`src/rtl/hms_pkg.sv`:
```
// ============================================================================
// Module      : hms_pkg
// Description : Shared state encoding and default hours/minutes/seconds limits.
// Revision    : 1.0 - initial release
// ============================================================================
`default_nettype none

package hms_pkg;

    typedef enum logic [1:0] {
        IDLE = 2'd0,
        RUN  = 2'd1,
        HOLD = 2'd2
    } state_t;

    localparam int c_SEC_MAX = 59;
    localparam int c_MIN_MAX = 59;
    localparam int c_HRS_MAX = 23;
    localparam int c_FIELD_W = 6;
    localparam int c_HRS_W   = 5;

endpackage

`default_nettype wire

```
`src/rtl/hms_countdown_timer_if.sv`:
```
// ============================================================================
// Module      : hms_countdown_timer_if
// Description : Control, preset and status bundle for the countdown timer.
// Revision    : 1.0 - initial release
// ============================================================================
`default_nettype none

interface hms_countdown_timer_if
    import hms_pkg::*;
#(
    parameter int O = c_FIELD_W,
    parameter int P = c_HRS_W
);
    logic         tick;
    logic         load;
    logic [P-1:0] load_hrs;
    logic [O-1:0] load_min;
    logic [O-1:0] load_sec;
    logic         start;
    logic         pause;
    logic [P-1:0] hrs;
    logic [O-1:0] min;
    logic [O-1:0] sec;
    logic         running;
    logic         done;

    modport master (
        output tick, load, load_hrs, load_min, load_sec, start, pause,
        input  hrs, min, sec, running, done
    );

    modport slave (
        input  tick, load, load_hrs, load_min, load_sec, start, pause,
        output hrs, min, sec, running, done
    );
endinterface

`default_nettype wire

```
`src/rtl/hms_down_field.sv`:
```
// ============================================================================
// Module      : hms_down_field
// Description : One saturating down-counting field; wraps to max_val on borrow.
// Revision    : 1.0 - initial release
// ============================================================================
`default_nettype none

module hms_down_field #(
    parameter int W = 6
) (
    input  wire logic [W-1:0] value,
    input  wire logic         borrow_in,
    input  wire logic [W-1:0] max_val,
    output logic      [W-1:0] next_value,
    output logic              borrow_out
);

    always_comb begin
        next_value = value;
        borrow_out = 1'b0;
        if (borrow_in) begin
            if (value != '0) begin
                next_value = value - 1'b1;
            end else begin
                next_value = max_val;
                borrow_out = 1'b1;
            end
        end
    end

endmodule

`default_nettype wire

```
`src/rtl/hms_countdown_timer.sv`:
```
// ============================================================================
// Module      : hms_countdown_timer
// Description : Hours/minutes/seconds countdown with load, start and pause.
//               HMS_CDT_AUTO_RELOAD_EN: reload from the preset shadow on expiry.
// Revision    : 1.0 - initial release
// ============================================================================
`default_nettype none

module hms_countdown_timer
    import hms_pkg::*;
#(
    parameter int SEC_MAX = c_SEC_MAX,
    parameter int MIN_MAX = c_MIN_MAX,
    parameter int HRS_MAX = c_HRS_MAX,
    parameter int O       = c_FIELD_W,
    parameter int P       = c_HRS_W
) (
    input wire logic               clk,
    input wire logic               rst,
    hms_countdown_timer_if.slave   bus
);

    localparam logic [O-1:0] c_SEC = O'(SEC_MAX);
    localparam logic [O-1:0] c_MIN = O'(MIN_MAX);
    localparam logic [P-1:0] c_HRS = P'(HRS_MAX);

    state_t       r_state, w_state_nxt;
    logic [P-1:0] r_hrs, w_hrs_nxt, w_hrs_dec, w_ld_hrs;
    logic [O-1:0] r_min, w_min_nxt, w_min_dec, w_ld_min;
    logic [O-1:0] r_sec, w_sec_nxt, w_sec_dec, w_ld_sec;
    logic         r_done, w_done_nxt;
    logic         w_zero, w_dec, w_dec_ok, w_expire;
    logic         w_b_sec, w_b_min, w_b_hrs;

    assign w_ld_hrs = (bus.load_hrs > c_HRS) ? c_HRS : bus.load_hrs;
    assign w_ld_min = (bus.load_min > c_MIN) ? c_MIN : bus.load_min;
    assign w_ld_sec = (bus.load_sec > c_SEC) ? c_SEC : bus.load_sec;

    assign w_zero = (r_hrs == '0) && (r_min == '0) && (r_sec == '0);
    assign w_dec  = (r_state == RUN) && bus.tick && !bus.pause && !bus.load;

    hms_down_field #(.W(O)) u_sec (
        .value(r_sec), .borrow_in(w_dec), .max_val(c_SEC),
        .next_value(w_sec_dec), .borrow_out(w_b_sec)
    );
    hms_down_field #(.W(O)) u_min (
        .value(r_min), .borrow_in(w_b_sec), .max_val(c_MIN),
        .next_value(w_min_dec), .borrow_out(w_b_min)
    );
    hms_down_field #(.W(P)) u_hrs (
        .value(r_hrs), .borrow_in(w_b_min), .max_val(c_HRS),
        .next_value(w_hrs_dec), .borrow_out(w_b_hrs)
    );

    // A borrow out of the hours field means 0:00:00 would wrap; block it.
    assign w_dec_ok = w_dec && !w_b_hrs;
    assign w_expire = w_dec_ok && (w_hrs_dec == '0) && (w_min_dec == '0) && (w_sec_dec == '0);

`ifdef HMS_CDT_AUTO_RELOAD_EN
    logic [P-1:0] r_sh_hrs;
    logic [O-1:0] r_sh_min;
    logic [O-1:0] r_sh_sec;
    logic         w_sh_zero;

    assign w_sh_zero = (r_sh_hrs == '0) && (r_sh_min == '0) && (r_sh_sec == '0);

    always_ff @(posedge clk or posedge rst) begin
        if (rst) begin
            r_sh_hrs <= '0;
            r_sh_min <= '0;
            r_sh_sec <= '0;
        end else if (bus.load) begin
            r_sh_hrs <= w_ld_hrs;
            r_sh_min <= w_ld_min;
            r_sh_sec <= w_ld_sec;
        end
    end
`endif

    always_comb begin
        w_state_nxt = r_state;
        w_hrs_nxt   = r_hrs;
        w_min_nxt   = r_min;
        w_sec_nxt   = r_sec;
        w_done_nxt  = 1'b0;
        if (bus.load) begin
            w_state_nxt = IDLE;
            w_hrs_nxt   = w_ld_hrs;
            w_min_nxt   = w_ld_min;
            w_sec_nxt   = w_ld_sec;
        end else begin
            case (r_state)
                IDLE:    if (bus.start && !w_zero) w_state_nxt = RUN;
                RUN:     if (bus.pause)            w_state_nxt = HOLD;
                HOLD:    if (bus.start)            w_state_nxt = RUN;
                default:                           w_state_nxt = IDLE;
            endcase
            if (w_dec_ok) begin
                w_hrs_nxt = w_hrs_dec;
                w_min_nxt = w_min_dec;
                w_sec_nxt = w_sec_dec;
            end
            if (w_expire) begin
                w_done_nxt = 1'b1;
`ifdef HMS_CDT_AUTO_RELOAD_EN
                if (w_sh_zero) begin
                    w_state_nxt = IDLE;
                end else begin
                    w_hrs_nxt = r_sh_hrs;
                    w_min_nxt = r_sh_min;
                    w_sec_nxt = r_sh_sec;
                end
`else
                w_state_nxt = IDLE;
`endif
            end
        end
    end

    always_ff @(posedge clk or posedge rst) begin
        if (rst) begin
            r_state <= IDLE;
            r_hrs   <= '0;
            r_min   <= '0;
            r_sec   <= '0;
            r_done  <= 1'b0;
        end else begin
            r_state <= w_state_nxt;
            r_hrs   <= w_hrs_nxt;
            r_min   <= w_min_nxt;
            r_sec   <= w_sec_nxt;
            r_done  <= w_done_nxt;
        end
    end

    assign bus.hrs     = r_hrs;
    assign bus.min     = r_min;
    assign bus.sec     = r_sec;
    assign bus.running = (r_state == RUN);
    assign bus.done    = r_done;

endmodule

`default_nettype wire

```
`src/flat_wrapper.sv`:
```
// flat-port wrapper written by rule: the top's interface ports become plain ports
module hms_countdown_timer_flat import hms_pkg::*;
#(
    parameter int SEC_MAX = c_SEC_MAX,
    parameter int MIN_MAX = c_MIN_MAX,
    parameter int HRS_MAX = c_HRS_MAX,
    parameter int O       = c_FIELD_W,
    parameter int P       = c_HRS_W
)
  (clk, rst, bus_tick, bus_load, bus_load_hrs, bus_load_min, bus_load_sec, bus_start, bus_pause, bus_hrs, bus_min, bus_sec, bus_running, bus_done);
  hms_countdown_timer_if #(.O(O), .P(P)) bus_i ();
  input wire logic clk;
  input wire logic rst;
  input wire logic [$bits(bus_i.tick)-1:0] bus_tick;
  input wire logic [$bits(bus_i.load)-1:0] bus_load;
  input wire logic [$bits(bus_i.load_hrs)-1:0] bus_load_hrs;
  input wire logic [$bits(bus_i.load_min)-1:0] bus_load_min;
  input wire logic [$bits(bus_i.load_sec)-1:0] bus_load_sec;
  input wire logic [$bits(bus_i.start)-1:0] bus_start;
  input wire logic [$bits(bus_i.pause)-1:0] bus_pause;
  output wire logic [$bits(bus_i.hrs)-1:0] bus_hrs;
  output wire logic [$bits(bus_i.min)-1:0] bus_min;
  output wire logic [$bits(bus_i.sec)-1:0] bus_sec;
  output wire logic [$bits(bus_i.running)-1:0] bus_running;
  output wire logic [$bits(bus_i.done)-1:0] bus_done;
  assign bus_i.tick = bus_tick;
  assign bus_i.load = bus_load;
  assign bus_i.load_hrs = bus_load_hrs;
  assign bus_i.load_min = bus_load_min;
  assign bus_i.load_sec = bus_load_sec;
  assign bus_i.start = bus_start;
  assign bus_i.pause = bus_pause;
  assign bus_hrs = bus_i.hrs;
  assign bus_min = bus_i.min;
  assign bus_sec = bus_i.sec;
  assign bus_running = bus_i.running;
  assign bus_done = bus_i.done;
  hms_countdown_timer #(.SEC_MAX(SEC_MAX), .MIN_MAX(MIN_MAX), .HRS_MAX(HRS_MAX), .O(O), .P(P)) u_core (.clk(clk), .rst(rst), .bus(bus_i));
endmodule
```
`config.mk`:
```
export PLATFORM = sky130hd
export DESIGN_NAME = hms_countdown_timer_flat
export DESIGN_NICKNAME = d
export VERILOG_FILES = /design/src/rtl/hms_pkg.sv /design/src/rtl/hms_countdown_timer_if.sv /design/src/rtl/hms_down_field.sv /design/src/rtl/hms_countdown_timer.sv /design/src/flat_wrapper.sv
export SDC_FILE = /design/constraint.sdc
export NUM_CORES = 1
export LEC_CHECK = 0
export ABC_AREA = 1
export CAP_MARGIN = 5
export CORE_ASPECT_RATIO = 1.1
export CORE_MARGIN = 5
export CORE_UTILIZATION = 45
export CTS_BUF_LIST = sky130_fd_sc_hd__clkbuf_4 sky130_fd_sc_hd__clkbuf_8
export CTS_CLUSTER_DIAMETER = 150
export CTS_CLUSTER_SIZE = 10
export DETAILED_ROUTE_END_ITERATION = 12
export DONT_BUFFER_PORTS = 1
export PLACE_DENSITY = 0.66
export SYNTH_ARGS = -nofsm -noshare
export SYNTH_HDL_FRONTEND = slang
export SYNTH_SLANG_ARGS = --single-unit
```
`constraint.sdc`:
```
create_clock -name clk -period 2.2 [get_ports clk]
set_clock_uncertainty 0.2 [all_clocks]
set_input_delay 0.44 -clock clk [delete_from_list [all_inputs] [get_ports clk]]
set_output_delay 0.44 -clock clk [all_outputs]
set_load 0.02 [all_outputs]
```
==> insert_results.sql, run 1 <==
INSERT INTO impl_metrics (metric_group, metric, value, unit) VALUES
('grt', 'grt_pass1_vias', '1630', ''),
('setup_path', 'r2r_slack', '160', 'ps'),
('logic_synthesis', 'post_synth_instance_area', '0.001693', 'mm2'),
('logic_synthesis', 'synthFlopType', 'dfrtp_1', ''),
('setup_path', 'critical_path_required', '2160', 'ps'),
('logic_synthesis', 'netlist_top_cells_count', 'nand2_1, inv_1, nand3_1', ''),
('logic_synthesis', 'post_synthesis_net_count', '264', ''),
('clocking', 'tritoncts_buffers', '3', ''),
('logic_synthesis', 'yosysTopAreaCellShare', '29.56', '%'),
('logic_synthesis', 'ys_top_cells_by_area', 'dfrtp_1, nand2_1, nand3_1', ''),
('logic_synthesis', 'yosys_register_bits', '20', ''),
('setup_path', 'critical_path.reg2reg.startpoint', 'u_core.bus.sec[1]$_DFFE_PP0P_', ''),
('clocking', 'tritoncts', 'yes', ''),
('layout', 'layout.cells.non_filler', '308', ''),
('layout', 'layout.filler_cells', '369', ''),
('place', 'io_buffers', '0', ''),
('logic_synthesis', 'synth_top_cell_by_area', 'dfrtp_1', ''),
('outcome', 'status', 'finished clean', ''),
('timing', 'tightestPinTransition', '281.2', 'ps'),
('logic_synthesis', 'synthArstFlopShare', '100.0', '%'),
('die', 'floorplan.die.height', '74.33', 'um'),
('place', 'hpwl_after_detailed_placement', '3.611', 'mm'),
('power', 'total_power', '1.181', 'mW'),
('routing', 'post-route-drc-count', '0', ''),
('layout', 'diodes', '0', ''),
('logic_synthesis', 'postSynthAreaPerCell', '7.173', 'um2'),
('layout', 'final_core_utilization', '54.16', '%'),
('clocking', 'clock_sink_count', '20', ''),
('clocking', 'clock_tree_root_buffer_cell', 'clkbuf_8', ''),
('routing', 'detail_route.first_pass.iterations', '4', ''),
('routing', 'postRouteWirelength', '4.579', 'mm'),
('logic_synthesis', 'synth_enable_flop_cells', '0', ''),
('clocking', 'clk_pin_slew_worst_paths', '80', 'ps'),
('setup_path', 'critical_path.endpoint_type', 'flip-flop', ''),
('die', 'fp.coreArea', '0.003655', 'mm2'),
('routing', 'routed-via-count', '1645', ''),
('timing', 'setup_viol', '0', ''),
('setup_path', 'r2r_cells', '11', ''),
('timing', 'final_min_period', '2038', 'ps'),
('setup_path', 'path_max_fanout', '8', ''),
('grt', 'grt_start_max_net_pins', '24', ''),
('place', 'dpl_worst_slack', '100.0', 'ps'),
('logic_synthesis', 'yosysUniqueCellTypes', '27', ''),
('clocking', 'cts_post_setup_buffers_inserted', '0', ''),
('timing', 'layout_setup_ws', '162.4', 'ps'),
('routing', 'postRouteAntennaNets', '0', ''),
('logic_synthesis', 'most_numerous_cell_in_the_yosys_netlist', 'nand2_1', ''),
('grt', 'leftover_overflow_at_the_end_of_global_routing', '0', ''),
('min_path', 'hold_end', 'u_core.bus.min[2]$_DFFE_PP0P_', ''),
('timing', 'post-route-period-util', '92.62', '%'),
('die', 'initial_core_util', '46.32', '%'),
('timing', 'timing.final.max_slew_violations', '0', ''),
('grt', 'grt_usage', '19.76', '%'),
('place', 'place.gp.congestion', '0.8828', ''),
('setup_path', 'r2r_endpoint', 'u_core.r_state[0]$_DFFE_PP0P_', ''),
('layout', 'final_layout_size_suffix_gt1_share', '22.48', '%'),
('setup_path', 'worst-setup-path-type', 'flip-flop to flip-flop', ''),
('setup_path', 'critPathArrivalTime', '2000', 'ps'),
('routing', 'routed_wire_per_std_cell', '14.87', 'um'),
('routing', 'detail_route.vias_per_cell', '5.341', ''),
('power', 'power.density_cell_area', '596.4', 'mW/mm2'),
('min_path', 'hold_depth', '1', ''),
('timing', 'worst_slew_margin_rel', '81.05', '%'),
('logic_synthesis', 'netlist_instances', '236', ''),
('routing', 'drt_iter0_drc', '122', ''),
('logic_synthesis', 'ys_seq_area_share', '29.56', '%'),
('power', 'vdd_drop_max', '257.8', 'uV'),
('die', 'rows', '23', ''),
('grt', 'global_route_wire_length_before_repair', '7.583', 'mm'),
('timing', 'maxClockFrequency', '490.8', 'MHz'),
('die', 'dieArea', '0.005090', 'mm2');
## cell usage in the layout, fill, tap and decap left out
master,instances
xor2_1,1
inv_2,2
nand2_2,3
o21bai_1,1
o211ai_2,7
nor2_4,3
buf_4,22
nand2_4,2
nand3_4,2
nor2_1,16
o21ai_0,16
nor2_2,5
a21oi_1,2
ha_1,4
inv_1,31
o21ai_1,1
dlygate4sd3_1,1
nand2_1,66
ha_4,1
clkbuf_8,4
nand3_1,29
a22oi_1,1
dfrtp_1,20
nand4_1,4
nand3_2,2
o211ai_1,3
o221ai_1,3
nand3b_1,1
nor2_8,2
o221ai_2,3
## how the worst max path moves through the flow
| stage | from | endpoint | slack (ps) | depth (start not counted) |
|---|---|---|---|---|
| global route | u_core.bus.min[0]$_DFFE_PP0P_ | u_core.r_state[0]$_DFFE_PP0P_ | 1 | 11 |
| global placement | u_core.bus.sec[1]$_DFFE_PP0P_ | u_core.r_state[0]$_DFFE_PP0P_ | 130 | 11 |
| finish | u_core.bus.sec[1]$_DFFE_PP0P_ | u_core.r_state[0]$_DFFE_PP0P_ | 160 | 11 |
| detailed placement | u_core.bus.sec[1]$_DFFE_PP0P_ | u_core.r_state[0]$_DFFE_PP0P_ | 100 | 11 |
| CTS | u_core.bus.sec[1]$_DFFE_PP0P_ | u_core.r_state[0]$_DFFE_PP0P_ | 80 | 11 |
| floorplan | u_core.bus.min[0]$_DFFE_PP0P_ | u_core.bus.hrs[4]$_DFFE_PP0P_ | 180 | 10 |
## what timing repair did
| action | CTS | global route |
|---|---|---|
| setup endpoints to repair | 0 | 4 |
| gates resized for setup | 0 | 9 |
| endpoints found under the hold margin | 20 | 0 |
| hold buffers | 1 | 0 |
## cells by family (layout without fill, tap and decap cells)
kind of cell | after synthesis | count (layout) | synth area share (%)
buffers and inverters | 38 | 60 | 9.756
xor gates and xnor gates | 1 | 1 | 0.5175
AOI/OAI and AO/OA | 37 | 37 | 17.22
DFF | 20 | 20 | 29.56
and+or+nand+nor | 135 | 135 | 39.25
adders and majority gates | 5 | 5 | 3.695
## through the flow
step | cell area, um2 | hold slack, ps
finish | 1979 | 66.68
global route | 1979 | 67.54
CTS | 1944 | 71.18
detailed placement | 1879 | 187.3
global placement | 1879 | 191.2
floorplan | 1693 | 203.8
## sequential cells by signal, summed over array words and instances (netlist names)
signal	count
u_core.bus.hrs	5
u_core.bus.min	6
u_core.r_state	2
u_core.bus.done	1
u_core.bus.sec	6
## critical path, cell delays in order, from the launching register on
cell and delay (ps):
dfrtp_1 380, inv_1 140, ha_4 180, nand3_4 140, nor2_8 190, nand2_1 80
nand2_2 80, nand2_1 60, nor2_1 140, nand4_1 130, nor2_2 150, nor2_1 60
## metal layers
layer | part of all wire (%) | track usage, %
met5 | 0 | 0
met1 | 42 | 25.73
met3 | 5.0 | 2.568
met4 | 2.2 | 6.623
met2 | 50 | 33.40
## where the power goes
part	switching, mW	leakage (nW)	internal, mW
logic	0.279	0.743	0.163
registers	0.0342	0.245	0.406
clock network	0.139	0.0288	0.160
## final cells by class
cell class | count | area, um2 | share of cell area, %
clock buffers | 4 | 55.05 | 2.781
repair buffers | 23 | 175.2 | 8.850
flip-flops and latches | 20 | 500.5 | 25.28
multi-input cells | 178 | 1062 | 53.67
inverters | 33 | 123.9 | 6.258
well taps | 50 | 62.56 | 3.161
Note: power is estimated with default switching activity, not from simulation.
==> inputs of run 2 (changes only) <==
Settings changed: CORE_UTILIZATION 45 to 50, PLACE_DENSITY 0.66 to 0.71.
==> insert_results.sql, run 2 (synthesized netlist as in run 1, its figures left out) <==
INSERT INTO impl_metrics (metric_group, metric, value, unit) VALUES
('power', 'leakage_power', '0.9853', 'nW'),
('timing', 'finalHoldViolations', '0', ''),
('die', 'die_x', '65.48', 'um'),
('clocking', 'insertion_delay', '300', 'ps'),
('layout', 'layout.cells.most_common', 'nand2_1', ''),
('setup_path', 'slowest_delay', '390', 'ps'),
('routing', 'detail_route.first_pass.iterations', '4', ''),
('setup_path', 'path_max_fanout', '6', ''),
('layout', 'diodes', '0', ''),
('clocking', 'number_of_levels_in_the_clock_h_tree', '1', ''),
('setup_path', 'r2r_slack', '140', 'ps'),
('layout', 'layout.cells.most_common_list', 'nand2_1, inv_1, nand3_1, buf_4, dfrtp_1', ''),
('die', 'initial_core_util', '51.25', '%'),
('clocking', 'clock_sink_count', '20', ''),
('layout', 'final_layout_size_suffix_gt1_share', '21.88', '%'),
('die', 'fp.coreArea', '0.003303', 'mm2'),
('clocking', 'tritoncts_buffers', '3', ''),
('clocking', 'cts_post_setup_buffers_inserted', '0', ''),
('timing', 'final_min_period', '2059', 'ps'),
('place', 'hpwl_after_detailed_placement', '3.613', 'mm'),
('place', 'io_buffers', '0', ''),
('routing', 'post-route-drc-count', '0', ''),
('timing', 'setup_viol', '0', ''),
('timing', 'tightestPinTransition', '336.9', 'ps'),
('routing', 'detail_route.vias_per_cell', '5.654', ''),
('setup_path', 'critical_path.endpoint_type', 'flip-flop', ''),
('timing', 'post-route-period-util', '93.61', '%'),
('clocking', 'clock_tree_root_buffer_cell', 'clkbuf_4', ''),
('layout', 'final_core_utilization', '58.22', '%'),
('timing', 'hold_slack', '31.53', 'ps'),
('setup_path', 'critPathLaunchType', 'flip-flop', ''),
('setup_path', 'worst-setup-path-type', 'flip-flop to flip-flop', ''),
('place', 'place.gp.congestion', '0.9006', ''),
('grt', 'grt_pass1_vias', '1683', ''),
('die', 'floorplan.die.height', '71.03', 'um'),
('routing', 'routed-via-count', '1651', ''),
('layout', 'layout.filler_cells', '307', ''),
('grt', 'global_route_wire_length_before_repair', '7.493', 'mm'),
('clocking', 'clk_pin_slew_worst_paths', '120', 'ps'),
('grt', 'grt_usage', '20.31', '%'),
('timing', 'timing.final.max_slew_violations', '0', ''),
('min_path', 'holdCritPathClass', 'input pin to flip-flop', ''),
('setup_path', 'critPathArrivalTime', '2050', 'ps'),
('setup_path', 'critical_path_required', '2190', 'ps'),
('grt', 'number_of_antenna_violations_at_the_first_check_in_global_routing', '0', ''),
('routing', 'postRouteAntennaNets', '0', ''),
('setup_path', 'timing.critical_path.cells', 'inv_1 -> ha_4 -> nand2_1 -> nor2_4 -> nand2_2 -> nand3_1 -> nand2_1 -> nor2_1 -> nand3_1 -> nor2_2 -> nor2_1', ''),
('timing', 'worst_slew_margin_rel', '77.54', '%'),
('clocking', 'clock_tree.buffer_depth', '2', ''),
('routing', 'postRouteWirelength', '4.521', 'mm'),
('layout', 'nets', '286', ''),
('grt', 'grt_start_max_net_pins', '24', ''),
('outcome', 'status', 'finished clean', ''),
('layout', 'layout-area-overhead-vs-synth', '13.60', '%'),
('routing', 'drt_iter0_drc', '72', ''),
('run', 'max_cap_violations', '0', ''),
('die', 'dieArea', '0.004651', 'mm2'),
('power', 'power.density_cell_area', '549.2', 'mW/mm2'),
('clocking', 'tritoncts', 'yes', ''),
('power', 'vdd_drop_max', '290.6', 'uV'),
('timing', 'maxClockFrequency', '485.6', 'MHz'),
('die', 'io-pin-count', '42', ''),
('setup_path', 'critical-path-slowest-cell', 'dfrtp_1', ''),
('die', 'rows', '22', ''),
('routing', 'routed_wire_per_std_cell', '15.48', 'um'),
('grt', 'leftover_overflow_at_the_end_of_global_routing', '0', '');
-- run 2: cell types whose count changed in the layout (fill, tap and decap cells not counted), sizes merged --
cell    previous run  this run
clkbuf             4         3
buf               22        21
-- run 2: report_power, final --
group	total, mW	internal, mW	switching (mW)
clock network	0.177	0.0639	0.113
registers	0.443	0.406	0.0371
logic	0.436	0.160	0.276
total	1.06	0.629	0.427
-- run 2: worst paths after layout --
check                                               from                             to  depth (start not counted)
min in group asynchronous                            rst  u_core.bus.sec[5]$_DFFE_PP0P_                          3
setup / recovery           u_core.bus.sec[1]$_DFFE_PP0P_  u_core.r_state[0]$_DFFE_PP0P_                         11
max in group asynchronous                            rst  u_core.bus.min[0]$_DFFE_PP0P_                          3
hold / removal                                  bus_load  u_core.bus.hrs[3]$_DFFE_PP0P_                          1
hold reg to reg            u_core.r_state[1]$_DFFE_PP0P_  u_core.r_state[1]$_DFFE_PP0P_                          2
setup reg to reg           u_core.bus.sec[1]$_DFFE_PP0P_  u_core.r_state[0]$_DFFE_PP0P_                         11
-- run 2: cell type report --
cell class | count | area (um2) | area share (%)
multi-input combinational | 178 | 1064 | 55.30
sequential | 20 | 500.5 | 26.02
timing repair buffer | 22 | 167.7 | 8.718
inverter | 33 | 123.9 | 6.441
tap | 36 | 45.04 | 2.342
clock buffer | 3 | 22.52 | 1.171
-- run 2: what timing repair did --
item | in CTS | in global routing
hold endpoints to repair | 20 | 0
setup endpoints to repair | 0 | 8
resized for setup | 0 | 9
hold buffers | 1 | 0
-- run 2: metrics by stage --
step / std cells / setup WS (ps) / instance area [um2] / power, mW / TNS [ps]
final: 292 / 140.6 / 1923 / 1.056 / 0
after global routing: 292 / -13.32 / 1923 / 1.128 / -13.32
after CTS: 292 / 24.14 / 1887 / 1.045 / 0
after floorplan: 236 / 179.3 / 1693 / 0.7482 / 0
after detailed placement: 288 / 64.05 / 1854 / 0.8705 / 0
after global placement: 288 / 95.87 / 1854 / 0.8651 / 0
-- run 2: worst max-delay path, delay by kind of cell, from the launching register on --
family | cells | cell delay [ps]
and+or+nand+nor | 9 | 1040
DFF | 1 | 390
adders and majority gates | 1 | 170
buffers and inverters | 1 | 150
-- run 2: routing by layer --
metal / vias to the layer above / track usage, % / share of wire (%)
met1: 767 / 24.78 / 40
met4: 0 / 8.065 / 2.3
met3: 11 / 2.857 / 5.4
met2: 53 / 35.55 / 52
li1: 820 / - / -
met5: - / 0 / 0
==> inputs of run 3 (changes only) <==
Settings changed: DONT_BUFFER_PORTS 1 to unset, GPL_ROUTABILITY_DRIVEN set to 0, PLACE_DENSITY 0.71 to 0.87.
==> insert_results.sql, run 3 (synthesized netlist as in run 1, its figures left out) <==
INSERT INTO impl_metrics (metric_group, metric, value, unit) VALUES
('power', 'swShare', '39.28', '%'),
('timing', 'worst_slew_margin_rel', '80.39', '%'),
('grt', 'grtUsageMet2', '37.12', '%'),
('setup_path', 'critical_path_required', '1560', 'ps'),
('setup_path', 'critPathArrivalTime', '1460', 'ps'),
('layout', 'seqCellArea', '500.5', 'um2'),
('layout', 'multi_input_combinational_cell_area', '0.001064', 'mm2'),
('layout', 'layout.cells.most_common', 'nand2_1', ''),
('routing', 'routed-via-count', '1945', ''),
('clocking', 'tritoncts', 'yes', ''),
('setup_path', 'critical-path-slowest-cell', 'clkdlybuf4s50_1', ''),
('timing', 'totalNegativeSetupSlack', '0', 'ps'),
('die', 'rows', '22', ''),
('setup_path', 'r2r_cells', '10', ''),
('timing', 'maxClockFrequency', '475.2', 'MHz'),
('routing', 'routed_wire_per_std_cell', '14.74', 'um'),
('layout', 'nets', '343', ''),
('clocking', 'number_of_levels_in_the_clock_h_tree', '1', ''),
('layout', 'diodes', '0', ''),
('die', 'die_x', '65.48', 'um'),
('setup_path', 'timing.critical_path.cells', 'clkdlybuf4s50_1', ''),
('routing', 'detail_route.first_pass.iterations', '5', ''),
('setup_path', 'critical_path.endpoint_type', 'output port', ''),
('grt', 'met3_usage', '2.222', '%'),
('layout', 'layout.cells.non_filler', '349', ''),
('place', 'io_buffers', '41', ''),
('timing', 'final_min_period', '2104', 'ps'),
('clocking', 'clock_tree.buffer_depth', '2', ''),
('die', 'floorplan.die.height', '71.03', 'um'),
('grt', 'grt_usage', '21.62', '%'),
('place', 'dp_cells', '340', ''),
('power', 'leakage_power', '1.233', 'nW'),
('clocking', 'insertion_delay', '320', 'ps'),
('timing', 'finalHoldViolations', '0', ''),
('run', 'max_cap_violations', '0', ''),
('routing', 'detail_route.vias_per_cell', '5.573', ''),
('die', 'initial_core_util', '51.25', '%'),
('power', 'power.internal', '729.7', 'uW'),
('grt', 'leftover_overflow_at_the_end_of_global_routing', '0', ''),
('timing', 'tightestPinTransition', '291.1', 'ps'),
('layout', 'layout.cells.most_common_list', 'nand2_1, clkdlybuf4s50_1, buf_4, inv_1, nand3_1', ''),
('die', 'dieArea', '0.004651', 'mm2'),
('layout', 'final_layout_size_suffix_gt1_share', '23.96', '%'),
('routing', 'drt_iter0_drc', '164', ''),
('die', 'fp.coreArea', '0.003303', 'mm2'),
('grt', 'grt_start_max_net_pins', '22', ''),
('power', 'seq_power_share', '37.5', '%'),
('layout', 'layout.filler_cells', '231', ''),
('outcome', 'status', 'finished clean', ''),
('setup_path', 'critical_path_buf_inv_count', '1', ''),
('clocking', 'tritoncts_buffers', '3', ''),
('clocking', 'clock_tree_root_buffer_cell', 'clkbuf_4', ''),
('routing', 'postRouteWirelength', '5.144', 'mm'),
('timing', 'post-route-period-util', '95.65', '%'),
('power', 'power.clock.fraction', '15.9', '%'),
('setup_path', 'slowest_delay', '650', 'ps'),
('timing', 'hold_slack', '231.8', 'ps'),
('setup_path', 'critical_path_cell_count', '1', ''),
('place', 'hpwl_after_detailed_placement', '3.833', 'mm'),
('grt', 'number_of_antenna_violations_at_the_first_check_in_global_routing', '0', ''),
('min_path', 'holdCritPathClass', 'input pin to async pin', ''),
('die', 'io-pin-count', '42', ''),
('setup_path', 'path_max_fanout', '5', ''),
('setup_path', 'worst_path_dominant_cell_family', 'buffers and inverters', ''),
('power', 'combinationalPowerShare', '46.6', '%'),
('grt', 'globalRouteMet1Util', '26.84', '%'),
('clocking', 'clock_sink_count', '20', ''),
('power', 'total_power', '1.202', 'mW'),
('layout', 'layout-area-overhead-vs-synth', '44.72', '%'),
('power', 'vdd_drop_max', '282.3', 'uV'),
('layout', 'final_core_utilization', '74.17', '%'),
('power', 'power.density_cell_area', '490.6', 'mW/mm2'),
('power', 'net_switching_power_of_the_design', '472.0', 'uW'),
('grt', 'grt-busiest-layer', 'met2', ''),
('timing', 'timing.final.max_slew_violations', '0', ''),
('clocking', 'clk_pin_slew_worst_paths', '120', 'ps'),
('setup_path', 'critPathLaunchType', 'flip-flop', ''),
('setup_path', 'worst-setup-path-type', 'flip-flop to output port', ''),
('grt', 'grt_pass1_vias', '1802', ''),
('routing', 'postRouteAntennaNets', '0', ''),
('timing', 'setup_viol', '0', ''),
('routing', 'post-route-drc-count', '0', ''),
('grt', 'global_route_wire_length_before_repair', '7.969', 'mm');
## run 3: path summary, 6_finish.rpt
check | slack [ps] | startpoint | endpoint
worst max-delay path | 100 | u_core.bus.sec[2]$_DFFE_PP0P_ | bus_sec[2]
worst min-delay path | 230 | rst | u_core.bus.sec[0]$_DFFE_PP0P_
worst max register to register | 140 | u_core.bus.sec[1]$_DFFE_PP0P_ | u_core.bus.min[3]$_DFFE_PP0P_
worst min register to register | 350 | u_core.r_state[1]$_DFFE_PP0P_ | u_core.r_state[1]$_DFFE_PP0P_
max in group asynchronous | 1340 | rst | u_core.bus.min[4]$_DFFE_PP0P_
min in group clk | 350 | u_core.r_state[1]$_DFFE_PP0P_ | u_core.r_state[1]$_DFFE_PP0P_
## run 3: per-layer routing
layer	wire length [um]	up-vias	share of wire, %
met5	0	-	0
met4	156	0	3.0
met3	387	19	7.5
met2	2543	105	49
met1	2056	879	40
li1	-	942	-
## run 3: power groups by stage
stage	Clock, mW	Sequential, mW	Combinational [mW]
detailed placement	0	0.458	0.533
finish	0.191	0.451	0.560
global route	0.205	0.457	0.604
CTS	0.192	0.451	0.534
global placement	0	0.457	0.522
floorplan	0	0.493	0.255
## run 3: cell type report
class | count | area share (%)
multi-input cells | 178 | 43.41
repair buffers | 79 | 28.35
flip-flops and latches | 20 | 20.43
inverters | 33 | 5.056
well taps | 36 | 1.839
clock buffers | 3 | 0.9193
## run 3: tightest hold or removal path, delay by kind of cell
| kind | cells | cell delay (ps) |
|---|---|---|
| buf+inv | 3 | 710 |
## run 3: timing repair
| action | 4_1_cts | 5_1_grt |
|---|---|---|
| pin swaps | 0 | 3 |
| hold buffers | 0 | 0 |
| gates resized for setup | 1 | 13 |
| setup endpoints to repair | 1 | 10 |
| setup buffers | 0 | 6 |
## run 3: metrics by stage
step / worst slack [ps] / instance area, um2
floorplan: 179.3 / 1693
global placement: -214.8 / 2347
detailed placement: -228.4 / 2347
CTS: 85.33 / 2369
global route: -10.65 / 2450
finish: 95.69 / 2450
